===== src/rtl/slon_stream_pkg.sv =====
// Shared types and helpers for the slon sample-stream generator.
// Optional LFSR source is enabled by defining SLON_STREAM_GEN_LFSR_EN.
package slon_stream_pkg;

    localparam int unsigned MAX_DOUT_WIDTH = 32;
    localparam int unsigned MAX_LEVEL_WIDTH = 32;

    typedef logic [MAX_DOUT_WIDTH-1:0]  Data_t;
    typedef logic [MAX_LEVEL_WIDTH-1:0] Level_t;

    typedef enum logic [1:0] {
        MODE_CNT   = 2'd0,
        MODE_LFSR  = 2'd1,
        MODE_CONST = 2'd2,
        MODE_HOLD  = 2'd3
    } Mode_t;

    function automatic int unsigned level_width(input int unsigned depth);
        return $clog2(depth) + 1;
    endfunction

    // Maximal-length Fibonacci tap masks; bit n-1 set for polynomial term x^n.
    function automatic Data_t lfsr_taps(input int unsigned width);
        Data_t taps;
        case (width)
            4:       taps = 32'h0000_000C;
            5:       taps = 32'h0000_0014;
            6:       taps = 32'h0000_0030;
            7:       taps = 32'h0000_0060;
            8:       taps = 32'h0000_00B8;
            9:       taps = 32'h0000_0110;
            10:      taps = 32'h0000_0240;
            11:      taps = 32'h0000_0500;
            12:      taps = 32'h0000_0829;
            13:      taps = 32'h0000_100D;
            14:      taps = 32'h0000_2015;
            15:      taps = 32'h0000_6000;
            16:      taps = 32'h0000_D008;
            17:      taps = 32'h0001_2000;
            18:      taps = 32'h0002_0400;
            19:      taps = 32'h0004_0023;
            20:      taps = 32'h0009_0000;
            21:      taps = 32'h0014_0000;
            22:      taps = 32'h0030_0000;
            23:      taps = 32'h0042_0000;
            24:      taps = 32'h00E1_0000;
            25:      taps = 32'h0120_0000;
            26:      taps = 32'h0200_0023;
            27:      taps = 32'h0400_0013;
            28:      taps = 32'h0900_0000;
            29:      taps = 32'h1400_0000;
            30:      taps = 32'h2000_0029;
            31:      taps = 32'h4800_0000;
            32:      taps = 32'h8020_0003;
            default: taps = '0;
        endcase
        return taps;
    endfunction

endpackage


===== src/rtl/slon_sync_fifo.sv =====
// Single-clock sample buffer with first-word-fall-through head and occupancy count.
module slon_sync_fifo
    import slon_stream_pkg::*;
#(
    parameter int unsigned WIDTH = 8,
    parameter int unsigned DEPTH = 16
) (
    input  logic                     clk,
    input  logic                     rst_n,
    input  logic                     wr_en,
    input  logic [WIDTH-1:0]         wr_data,
    input  logic                     rd_en,
    output logic [WIDTH-1:0]         rd_data,
    output logic                     full,
    output logic                     empty,
    output logic [$clog2(DEPTH):0]   level
);

    localparam int unsigned AW = $clog2(DEPTH);
    localparam int unsigned LW = level_width(DEPTH);
    localparam logic [LW-1:0] LVL_FULL = LW'(DEPTH);

    logic [WIDTH-1:0] mem_q [DEPTH];
    logic [AW-1:0]    wr_ptr_q, wr_ptr_d;
    logic [AW-1:0]    rd_ptr_q, rd_ptr_d;
    logic [LW-1:0]    count_q, count_d;
    logic             do_wr, do_rd;

    assign full    = (count_q == LVL_FULL);
    assign empty   = (count_q == '0);
    assign level   = count_q;
    assign rd_data = mem_q[rd_ptr_q];

    // A write into a full buffer is accepted only when a pop frees a slot in the same cycle.
    assign do_wr = wr_en & (~full | rd_en);
    assign do_rd = rd_en & ~empty;

    always_comb begin
        wr_ptr_d = wr_ptr_q;
        rd_ptr_d = rd_ptr_q;
        count_d  = count_q;
        if (do_wr) wr_ptr_d = wr_ptr_q + 1'b1;
        if (do_rd) rd_ptr_d = rd_ptr_q + 1'b1;
        case ({do_wr, do_rd})
            2'b10:   count_d = count_q + 1'b1;
            2'b01:   count_d = count_q - 1'b1;
            default: count_d = count_q;
        endcase
    end

    always_ff @(posedge clk or negedge rst_n) begin
        if (!rst_n) begin
            wr_ptr_q <= '0;
            rd_ptr_q <= '0;
            count_q  <= '0;
        end else begin
            wr_ptr_q <= wr_ptr_d;
            rd_ptr_q <= rd_ptr_d;
            count_q  <= count_d;
        end
    end

    always_ff @(posedge clk) begin
        if (do_wr) mem_q[wr_ptr_q] <= wr_data;
    end

endmodule


===== src/rtl/slon_stream_gen.sv =====
// Sample stream generator: buffered counter/LFSR/constant source drained at out_clk ticks.
// Define SLON_STREAM_GEN_LFSR_EN to build the LFSR source; otherwise mode 1 acts as the counter.
module slon_stream_gen
    import slon_stream_pkg::*;
#(
    parameter int unsigned DOUT_WIDTH = 8,
    parameter int unsigned CLK_FACTOR = 8,
    parameter int unsigned FIFO_DEPTH = 16
) (
    input  logic                          clk,
    input  logic                          rst_n,
    input  logic                          en,
    input  logic [1:0]                    mode,
    input  logic [DOUT_WIDTH-1:0]         seed,
    input  logic                          clr_underrun,
    output logic                          out_clk,
    output logic [DOUT_WIDTH-1:0]         dout,
    output logic                          dout_valid,
    output logic                          underrun,
    output logic [$clog2(FIFO_DEPTH):0]   fifo_level
);

    localparam int unsigned PH_W = $clog2(CLK_FACTOR);
    localparam int unsigned LW   = level_width(FIFO_DEPTH);
    localparam logic [PH_W-1:0] PH_LAST = PH_W'(CLK_FACTOR - 1);
    localparam logic [PH_W-1:0] PH_HALF = PH_W'(CLK_FACTOR / 2 - 1);
`ifdef SLON_STREAM_GEN_LFSR_EN
    localparam logic [DOUT_WIDTH-1:0] LFSR_TAPS = DOUT_WIDTH'(lfsr_taps(DOUT_WIDTH));
`endif

    typedef logic [DOUT_WIDTH-1:0] sample_t;

    logic [PH_W-1:0] phase_q, phase_d;
    logic            out_clk_q, out_clk_d;
    logic            en_d_q;
    sample_t         src_q, src_d;
    sample_t         dout_q, dout_d;
    logic            dout_valid_q, dout_valid_d;
    logic            underrun_q, underrun_d;

    Mode_t           mode_e;
    sample_t         seed_load;
    sample_t         head;
    logic            tick, en_rise, wr_en, rd_en, full, empty;
    logic [LW-1:0]   level;

    assign mode_e  = Mode_t'(mode);
    assign tick    = (phase_q == PH_LAST);
    assign en_rise = en & ~en_d_q;
    assign rd_en   = tick & ~empty;
    assign wr_en   = en & ~en_rise & (~full | rd_en);

`ifdef SLON_STREAM_GEN_LFSR_EN
    // An all-zero LFSR state would lock up, so a zero seed starts at 1.
    assign seed_load = (mode_e == MODE_LFSR && seed == '0) ? sample_t'(1) : seed;
`else
    assign seed_load = seed;
`endif

    always_comb begin
        phase_d = (phase_q == PH_LAST) ? '0 : phase_q + 1'b1;

        out_clk_d = out_clk_q;
        if (phase_q == PH_HALF)      out_clk_d = 1'b1;
        else if (phase_q == PH_LAST) out_clk_d = 1'b0;

        src_d = src_q;
        if (en_rise) begin
            src_d = seed_load;
        end else if (wr_en) begin
            unique case (mode_e)
                MODE_CNT:   src_d = src_q + 1'b1;
`ifdef SLON_STREAM_GEN_LFSR_EN
                MODE_LFSR:  src_d = {src_q[DOUT_WIDTH-2:0], ^(src_q & LFSR_TAPS)};
`else
                MODE_LFSR:  src_d = src_q + 1'b1;
`endif
                MODE_CONST: src_d = seed;
                default:    src_d = src_q;
            endcase
        end

        dout_d       = rd_en ? head : dout_q;
        dout_valid_d = tick ? ~empty : dout_valid_q;

        underrun_d = underrun_q;
        if (tick & en & empty)  underrun_d = 1'b1;
        else if (clr_underrun)  underrun_d = 1'b0;
    end

    always_ff @(posedge clk or negedge rst_n) begin
        if (!rst_n) begin
            phase_q      <= '0;
            out_clk_q    <= 1'b0;
            en_d_q       <= 1'b0;
            src_q        <= '0;
            dout_q       <= '0;
            dout_valid_q <= 1'b0;
            underrun_q   <= 1'b0;
        end else begin
            phase_q      <= phase_d;
            out_clk_q    <= out_clk_d;
            en_d_q       <= en;
            src_q        <= src_d;
            dout_q       <= dout_d;
            dout_valid_q <= dout_valid_d;
            underrun_q   <= underrun_d;
        end
    end

    slon_sync_fifo #(
        .WIDTH (DOUT_WIDTH),
        .DEPTH (FIFO_DEPTH)
    ) u_fifo (
        .clk     (clk),
        .rst_n   (rst_n),
        .wr_en   (wr_en),
        .wr_data (src_q),
        .rd_en   (rd_en),
        .rd_data (head),
        .full    (full),
        .empty   (empty),
        .level   (level)
    );

    assign out_clk    = out_clk_q;
    assign dout       = dout_q;
    assign dout_valid = dout_valid_q;
    assign underrun   = underrun_q;
    assign fifo_level = level;

endmodule


===== config.mk =====
export PLATFORM = sky130hd
export DESIGN_NAME = slon_stream_gen
export DESIGN_NICKNAME = d
export VERILOG_FILES = /design/src/rtl/slon_stream_pkg.sv /design/src/rtl/slon_sync_fifo.sv /design/src/rtl/slon_stream_gen.sv
export SDC_FILE = /design/constraint.sdc
export NUM_CORES = 1
export LEC_CHECK = 0
export ABC_AREA = 1
export CAP_MARGIN = 30
export CELL_PAD_IN_SITES_DETAIL_PLACEMENT = 0
export CELL_PAD_IN_SITES_GLOBAL_PLACEMENT = 1
export CORE_MARGIN = 2
export CORE_UTILIZATION = 51
export DETAILED_ROUTE_END_ITERATION = 10
export MAX_ROUTING_LAYER = met4
export PLACE_DENSITY = 0.86
export SLEW_MARGIN = 40
export SYNTH_ARGS = -nofsm -noshare
export SYNTH_HDL_FRONTEND = slang
export SYNTH_SLANG_ARGS = --single-unit

===== constraint.sdc =====
create_clock -name clk -period 5.71 [get_ports clk]
set_clock_uncertainty 0.1 [all_clocks]
set_input_delay 0.571 -clock clk [delete_from_list [all_inputs] [get_ports clk]]
set_output_delay 0.571 -clock clk [all_outputs]
set_load 0.05 [all_outputs]

After elaboration in Yosys (flattened, before gate mapping)
Memories as Yosys holds them, arrays and structs flattened. A register that Yosys moved wholly into a read port is not among the register bits. Index checks and enable logic that the tools add are counted. W data, S select, Z words.

Add/sub/neg operators: 6. Equality and inequality tests: 7. Mux-type cells: 11. Bitwise gates (word level): 13. Reductions and logical operators: 10.

Operator list (number): $mux W8 (2); $pmux W8 S2 (1); $pmux W5 S2 (1); $add A4 B1 Y4 const B (2); $add A8 B1 Y8 const B (1); $and A1 B1 Y1 (8); $reduce_bool A2 Y1 (4); $mux W1 (6); $add A5 B1 Y5 const B (1); $eq A5 B5 Y1 const B (1); $logic_not A5 Y1 (1); $sub A5 B1 Y5 const B (1); $eq A2 B1 Y1 const B (2); $eq A2 B2 Y1 const B (2); $not A1 Y1 (4); $add A3 B1 Y3 const B (1); $eq A3 B2 Y1 const B (1); $eq A3 B3 Y1 const B (1); $mux W3 (1); $reduce_bool A3 Y1 (1); $logic_not A2 Y1 (1); $reduce_and A2 Y1 (1); $reduce_or A2 Y1 (1); $logic_not A1 Y1 (1); $or A1 B1 Y1 (1).

Flip-flop bits (word level): 28. RAM bits: 128. Input bits: 14. Output and inout bits: 16. Memories kept: 1.

Memory list: u_fifo.mem_q (depth 16, bits a word 8, read ports 1, clocked after Yosys merged registers in 1, write ports 1, RTL line slon_sync_fifo.sv:23) `logic [WIDTH-1:0] mem_q [DEPTH];`.

Longest topological paths before layout
Gate-level depths: netlist of run 1.

Depth after elaboration: 8. Depth in mapped cells: 16.

Cells and area by module
A second synthesis of run 1 with hierarchy kept.

Cell total of the unflattened synthesis: 782. Area, all modules: 7626.1 µm².

Modules (own cells, without submodules): slon_sync_fifo (times used 1, cells each 632, area an instance 6449.9 µm², seq. area each 4169.0 µm²); slon_stream_gen (times used 1, cells each 150, area an instance 1176.1 µm², seq. area each 575.6 µm²).

Worst setup path after synthesis of run 1
OpenSTA, ideal clock, no wires.

Kind: reg-to-reg. From: register phase_q[0]. To: register u_fifo.count_q[4], in the netlist u_fifo.level[4]. Library setup time: 0.067 ns. Arrival time: 2.494 ns. Required time: 5.543 ns. Setup slack: 3.049 ns. Cell stages (with the launch flop): 17. Cell sequence: dfrtp_1 ha_1 ha_1 nor2_1 nand3_1 nand2_2 buf_2 ha_1 xor2_1 ha_1 inv_1 nand2_1 nand3_1 nand2_1 xor2_1 nand2_1 nand2_1.

Longest elaborated chain between the ends: 7. Elaborated cells on any way between the ends: 10. Those cells by class: eq/ne (3); mux (1); bitwise (5); reduce/logical (1).

RTL lines: from (decl) (RTL line slon_stream_gen.sv:33) `logic [PH_W-1:0] phase_q, phase_d;`; from (signal assigned) (RTL line slon_stream_gen.sv:101) `phase_q <= phase_d;`; $eq A3 B3 Y1 * (RTL line slon_stream_gen.sv:48) `assign tick = (phase_q == PH_LAST);`; $and A1 B1 Y1 * (RTL line slon_stream_gen.sv:50) `assign rd_en = tick & ~empty;`; $or A1 B1 Y1 (RTL line slon_sync_fifo.sv:35, slon_stream_gen.sv:51); $and A1 B1 Y1 (RTL line slon_stream_gen.sv:51) `assign wr_en = en & ~en_rise & (~full | rd_en);`; $and A1 B1 Y1 (RTL line slon_sync_fifo.sv:35) `assign do_wr = wr_en & (~full | rd_en);`; $eq A2 B1 Y1 / $eq A2 B2 Y1 (equally long branches) (RTL line slon_sync_fifo.sv:44) `case ({do_wr, do_rd})`; $pmux W5 S2 / $reduce_bool A2 Y1 (equally long branches); to (signal assigned) (RTL line slon_sync_fifo.sv:59) `count_q <= count_d;`; to (decl) (RTL line slon_sync_fifo.sv:26) `logic [LW-1:0] count_q, count_d;`.

Mark *: on every way between the ends. The rest lies on a longest branch, timed or not. A chain may end at the register's enable or synchronous reset.

Final worst setup path of run 1
Same ends and word-level chain as after synthesis.

==> results of run 1 <==
-- flip-flops by register name, summed over array words and instances (netlist names) --
name             count
dout_valid           1
u_fifo.wr_ptr_q      4
dout                 8
u_fifo.rd_ptr_q      4
u_fifo.mem_q       128
underrun             1
en_d_q               1
out_clk              1
phase_q              3
src_q                8
u_fifo.level         5
-- stage by stage --
step / utilization / hold slack, ns / power [uW] / setup WS (ns)
floorplan: - / 0.175 / 2670 / 3.05
global placement: 0.541 / 0.318 / 3070 / 2.71
detailed placement: 0.545 / 0.335 / 3100 / 2.56
CTS: 0.584 / 0.0163 / 4190 / 2.53
global route: 0.585 / 0.0425 / 4400 / 2.25
finish: 0.585 / 0.00190 / 4180 / 2.53
-- layout make-up --
cell class / count / area (sq um)
fill: 1185 / 5990
clock inverter: 10 / 109
inverter: 130 / 490
tap: 184 / 230
clock buffer: 22 / 454
multi-input combinational: 439 / 2100
timing repair buffer: 31 / 303
sequential: 164 / 4750
-- logic make-up (layout without fill, tap and decap cells) --
logic type | after synthesis | count (layout) | share of synthesized area
adder cells (fa/ha/maj) | 13 | 13 | 0.0218
AND/OR/NAND/NOR | 391 | 391 | 0.220
buffers and inverters | 160 | 193 | 0.0892
XOR/XNOR | 13 | 13 | 0.0153
AO/OA/AOI/OAI | 22 | 22 | 0.0166
flip-flops | 164 | 164 | 0.637
-- synthesized netlist by cell type --
| library cell | instances |
|---|---|
| nand2_1 | 243 |
| edfxtp_1 | 128 |
| inv_1 | 125 |
| nand3_1 | 111 |
| dfrtp_1 | 36 |
| nor2_1 | 19 |
| buf_2 | 18 |
| ha_1 | 13 |
| nor3_1 | 12 |
| o21ai_0 | 11 |
| xor2_1 | 9 |
| buf_4 | 7 |
| a21oi_1 | 5 |
| xnor2_1 | 4 |
| clkbuf_1 | 3 |
| inv_2 | 3 |
| nand2_2 | 3 |
| buf_6 | 2 |
| clkinv_1 | 2 |
| o21bai_1 | 2 |
| a21boi_0 | 1 |
| a22oi_1 | 1 |
| nand3_2 | 1 |
| nand4_1 | 1 |
| o21a_1 | 1 |
| o22ai_1 | 1 |
| or2_2 | 1 |
-- metal layers --
layer  vias up  track usage  wire length [um]
li1       2476            -                 -
met5         -            -                 0
met4         0       0.0954               480
met2       188        0.363              7990
met1      2500        0.279              6920
met3        41       0.0447               905
-- where the power goes --
| part | internal [uW] | leakage [uW] | switching (uW) | total (uW) |
|---|---|---|---|---|
| Sequential | 1520 | 0.00157 | 235 | 1750 |
| Clock | 651 | 0.000266 | 440 | 1090 |
| Combinational | 407 | 0.00187 | 933 | 1340 |
| Total | 2570 | 0.00371 | 1610 | 4180 |
-- worst min path at each step --
stage               depth (start not counted)          to  slack [ns]       start
finish                                      1     dout[4]       0.002       rst_n
global route                                1     dout[4]        0.04       rst_n
CTS                                         1     dout[1]        0.02       rst_n
detailed placement                          1  phase_q[0]        0.34  phase_q[0]
global placement                            1  phase_q[0]        0.32  phase_q[0]
floorplan                                   0     dout[0]        0.18       rst_n
==> metrics.yaml, run 1 <==
status: "completed"
tritoncts: "yes"
ctsHoldBuffers: 0
p_leak_uw: 0.00371
postCtsSetupRepairBufs: 0
ys_seq_area_frac: 0.637
cp_cell_sequence: "ha_1 -> ha_1 -> nand2_1 -> inv_1 -> ha_1 -> xor2_1 -> ha_1 -> inv_1 -> nand2_1 -> nand3_1 -> nand2_1 -> xor2_1 -> nand2_1 -> nand2_1"
portBuffers: 29
tightest_slew_ns: 0.849
syn-num-nets: 790
drive_gt1_frac: 0.0678
grt_pass1_wl_um: 25800
drc: 0
cpLargestDelayFamily: "adder cells"
powerDensity_mw_per_mm2: 496
synth_area_sq_mm: 0.00745
min_path_type: "input port to asynchronous set/reset pin"
final_cell_mix: "nand2_1, edfxtp_1, inv_1"
wl_per_cell_um: 16.6
crit_path_end_kind: "flop"
hpwlAfterDp_um: 10400
relSlewSlack: 0.434
worstPathRequired_ns: 5.98
design.core.area_sq_mm: 0.0144
setup_viol: 0
cts.htree.levels: 4
fin_crit_sh: 0.558
synth_cells: 763
postLayoutCellArea_sq_mm: 0.00844
place_congestion: 0.886
numCtsBuffers: 17
peakVddDrop_v: 0.000256
final-instance-count-excl-fill: 980
io_pins: 30
start_util: 0.516
synth.area.top_cells: "edfxtp_1, nand2_1, dfrtp_1, nand3_1, inv_1"
worst-setup-path-type: "flop to flop"
grt_pass1_vias: 4991
first_pass_iters: 5
fmax_mhz: 314
startpoint_type: "flop"
dp.cells: 948
wl_um: 16300
cts_resized: 0
clockBufferDepth: 2
arrival_ns: 3.45
r2r_cells: 14
report.final.slew_viol_count: 0
startpoint: "phase_q[0]"
crit_end: "u_fifo.level[4]"
antenna_found_initial: 0
grt_setup_unrepaired: "false"
tns_ns: 0
grt_overflow: 0
cpMostUsedCell: "nand2_1"
antenna_cells: 0
num_rows: 44
period_needed_ns: 3.18
ant_nets: 0
dieWidth_um: 125
worstReg2RegEnd: "u_fifo.level[4]"
crit_slowest_cell: "inv_1"
crit_fanout: 14
drt_iter0_markers: 526
synth_area_leader_cell: "edfxtp_1"
viasPerCell: 5.31
vias: 5205
cp_slowest_stage_delay_ns: 0.51
grt_usage: 0.225
worst-path-stages: 14
final_common_cell: "nand2_1"
max_cap_viol_count: 0
clk_pin_slew_ns: 0.06
rrSetupSlack_ns: 2.53
synth_top_area_share: 0.516
yosysWarnings: 0
area_growth_pct: 13.3
critical_path_buf_inv_count: 2
hold_viol_final: 0
clk_latency_ns: 0.43
num-nets-final: 810
avgSynthCellArea_sq_um: 9.76
ys_seq_elements: 164
synth_cell_types: 27
cts_num_sinks: 164
dpl_cell_area_sq_mm: 0.00786
dieArea_sq_mm: 0.0156
die_height_um: 125
cts-root-buf: "clkbuf_16"
r2r_start: "phase_q[0]"
grt_start_max_net_pins: 68
Note: power is estimated with default switching activity, not from simulation.
==> run 2: changes to the inputs <==
Settings changed: CORE_UTILIZATION 51 to 43, PLACE_DENSITY 0.86 to 0.77.
Clock period 5.71 ns to 2.8 ns, I/O delays scaled along.
==> metrics.yaml, run 2 (synthesis gave the netlist of run 1 again) <==
io_pins: 30
crit_fanout: 7
postCtsSetupRepairBufs: 0
tightest_slew_ns: 0.762
cts.htree.levels: 4
max_cap_viol_count: 0
p_leak_uw: 0.00389
grt_pass1_vias: 4957
largest_reg_flops: 128
drt_iter0_markers: 337
regMostFlops: "u_fifo.mem_q"
crit_path_end_kind: "flop"
peakVddDrop_v: 0.000609
viasPerCell: 4.91
grt_usage: 0.198
vias: 5156
num_rows: 48
antenna_found_initial: 0
power.share.clock: 0.272
grt_start_max_net_pins: 58
die_height_um: 136
wl_met1_um: 7810
startpoint_type: "flop"
wl_met2_um: 7680
wl_um: 16500
area_growth_pct: 17.2
relSlewSlack: 0.492
hpwlAfterDp_um: 10800
dpl_cell_area_sq_mm: 0.00810
pwr-share-comb: 0.340
first_pass_iters: 5
top_layer: "met4"
clk_latency_ns: 0.43
numCtsBuffers: 17
grt_setup_unrepaired: "false"
period_needed_ns: 2.53
tritoncts: "yes"
ant_nets: 0
powerDensity_mw_per_mm2: 1000
fin_crit_sh: 0.904
place_congestion: 0.867
wl_met3_um: 671
clockBufferDepth: 2
dieArea_sq_mm: 0.0184
setup_viol: 0
postLayoutCellArea_sq_mm: 0.00873
fmax_mhz: 395
min_path_type: "input port to asynchronous set/reset pin"
cts_num_sinks: 164
final_cell_mix: "nand2_1, edfxtp_1, inv_1"
clk_pin_slew_ns: 0.06
worstPathRequired_ns: 3.07
report.final.slew_viol_count: 0
final_common_cell: "nand2_1"
p_sw_uw: 3290
drc: 0
design.core.area_sq_mm: 0.0171
pwr-share-seq: 0.388
grt_pass1_wl_um: 26300
drive_gt1_frac: 0.0872
hold_viol_final: 0
status: "completed"
portBuffers: 29
intPower_uw: 5480
cts-root-buf: "clkbuf_16"
antenna_cells: 0
tns_ns: 0
dieWidth_um: 136
start_util: 0.435
num-nets-final: 840
switching_share: 0.375
worst-setup-path-type: "flop to flop"
wl_per_cell_um: 15.7
arrival_ns: 2.80
grt_overflow: 0
-- run 2: changes by cell type in the layout (fill, tap and decap cells not counted), moves of 3 or more --
cell / previous run / this run
buf_4: 3 / 30
nor3_2: 12 / 0
clkinv_4: 0 / 3
dfrtp_1: 31 / 35
nor3_1: 0 / 12
dfrtp_2: 5 / 1
-- run 2: power by group through the flow --
stage	logic, uW	clock network, uW	registers, uW
finish	2980	2390	3400
global route	3330	2530	3440
floorplan	1720	0	3740
CTS	3000	2430	3400
global placement	2950	0	3420
detailed placement	2980	0	3450
-- run 2: area by class of cell --
type | instances | area, sq um
multi-input cells | 439 | 2050
repair buffers | 61 | 556
flip-flops and latches | 164 | 4750
well taps | 225 | 282
clock inverters | 11 | 151
clock buffers | 21 | 460
fillers | 1553 | 8390
inverters | 130 | 488
-- run 2: worst max-delay path: stages (launching register included) --
cell	delay, ns
dfrtp_1	0.38
ha_1	0.22
ha_2	0.22
nor2_1	0.11
nand3_1	0.13
nand2_2	0.10
ha_2	0.23
xor2_1	0.23
ha_1	0.19
inv_1	0.04
nand2_1	0.09
nand3_1	0.09
nand2_1	0.08
xor2_1	0.15
nand2_1	0.07
nand2_1	0.05
-- run 2: final timing paths --
kind	slack, ns	cells after the start	from	to
max	0.27	15	phase_q[0]	u_fifo.level[4]
min	0.27	2	rst_n	dout_valid
min in group clk	0.29	1	en	en_d_q
max in group asynchronous	1.96	2	rst_n	u_fifo.rd_ptr_q[0]
max reg2reg	0.27	15	phase_q[0]	u_fifo.level[4]
min reg2reg	0.34	1	phase_q[0]	phase_q[0]
-- run 2: what timing repair did --
action,CTS,global route
setup endpoints to repair,0,1
gates resized for setup,0,2
hold buffers,1,0
hold endpoints to repair,36,0
-- run 2: routing by layer --
metal  up-vias  global-route usage
met5         -                   -
met4         0              0.0729
met3        25              0.0363
met2       121               0.304
met1      2472               0.265
li1       2538                   -
-- run 2: per-stage QoR --
step / setup slack (ns) / total power [uW] / util / hold WS [ns] / std cells
global placement: 0.311 / 6380 / 0.473 / 0.318 / 1018
floorplan: 0.139 / 5450 / - / -0.116 / 763
detailed placement: 0.220 / 6430 / 0.473 / 0.196 / 1018
CTS: 0.187 / 8840 / 0.510 / 0.282 / 1051
finish: 0.268 / 8770 / 0.510 / 0.273 / 1051
global route: 0.0256 / 9310 / 0.510 / 0.301 / 1051
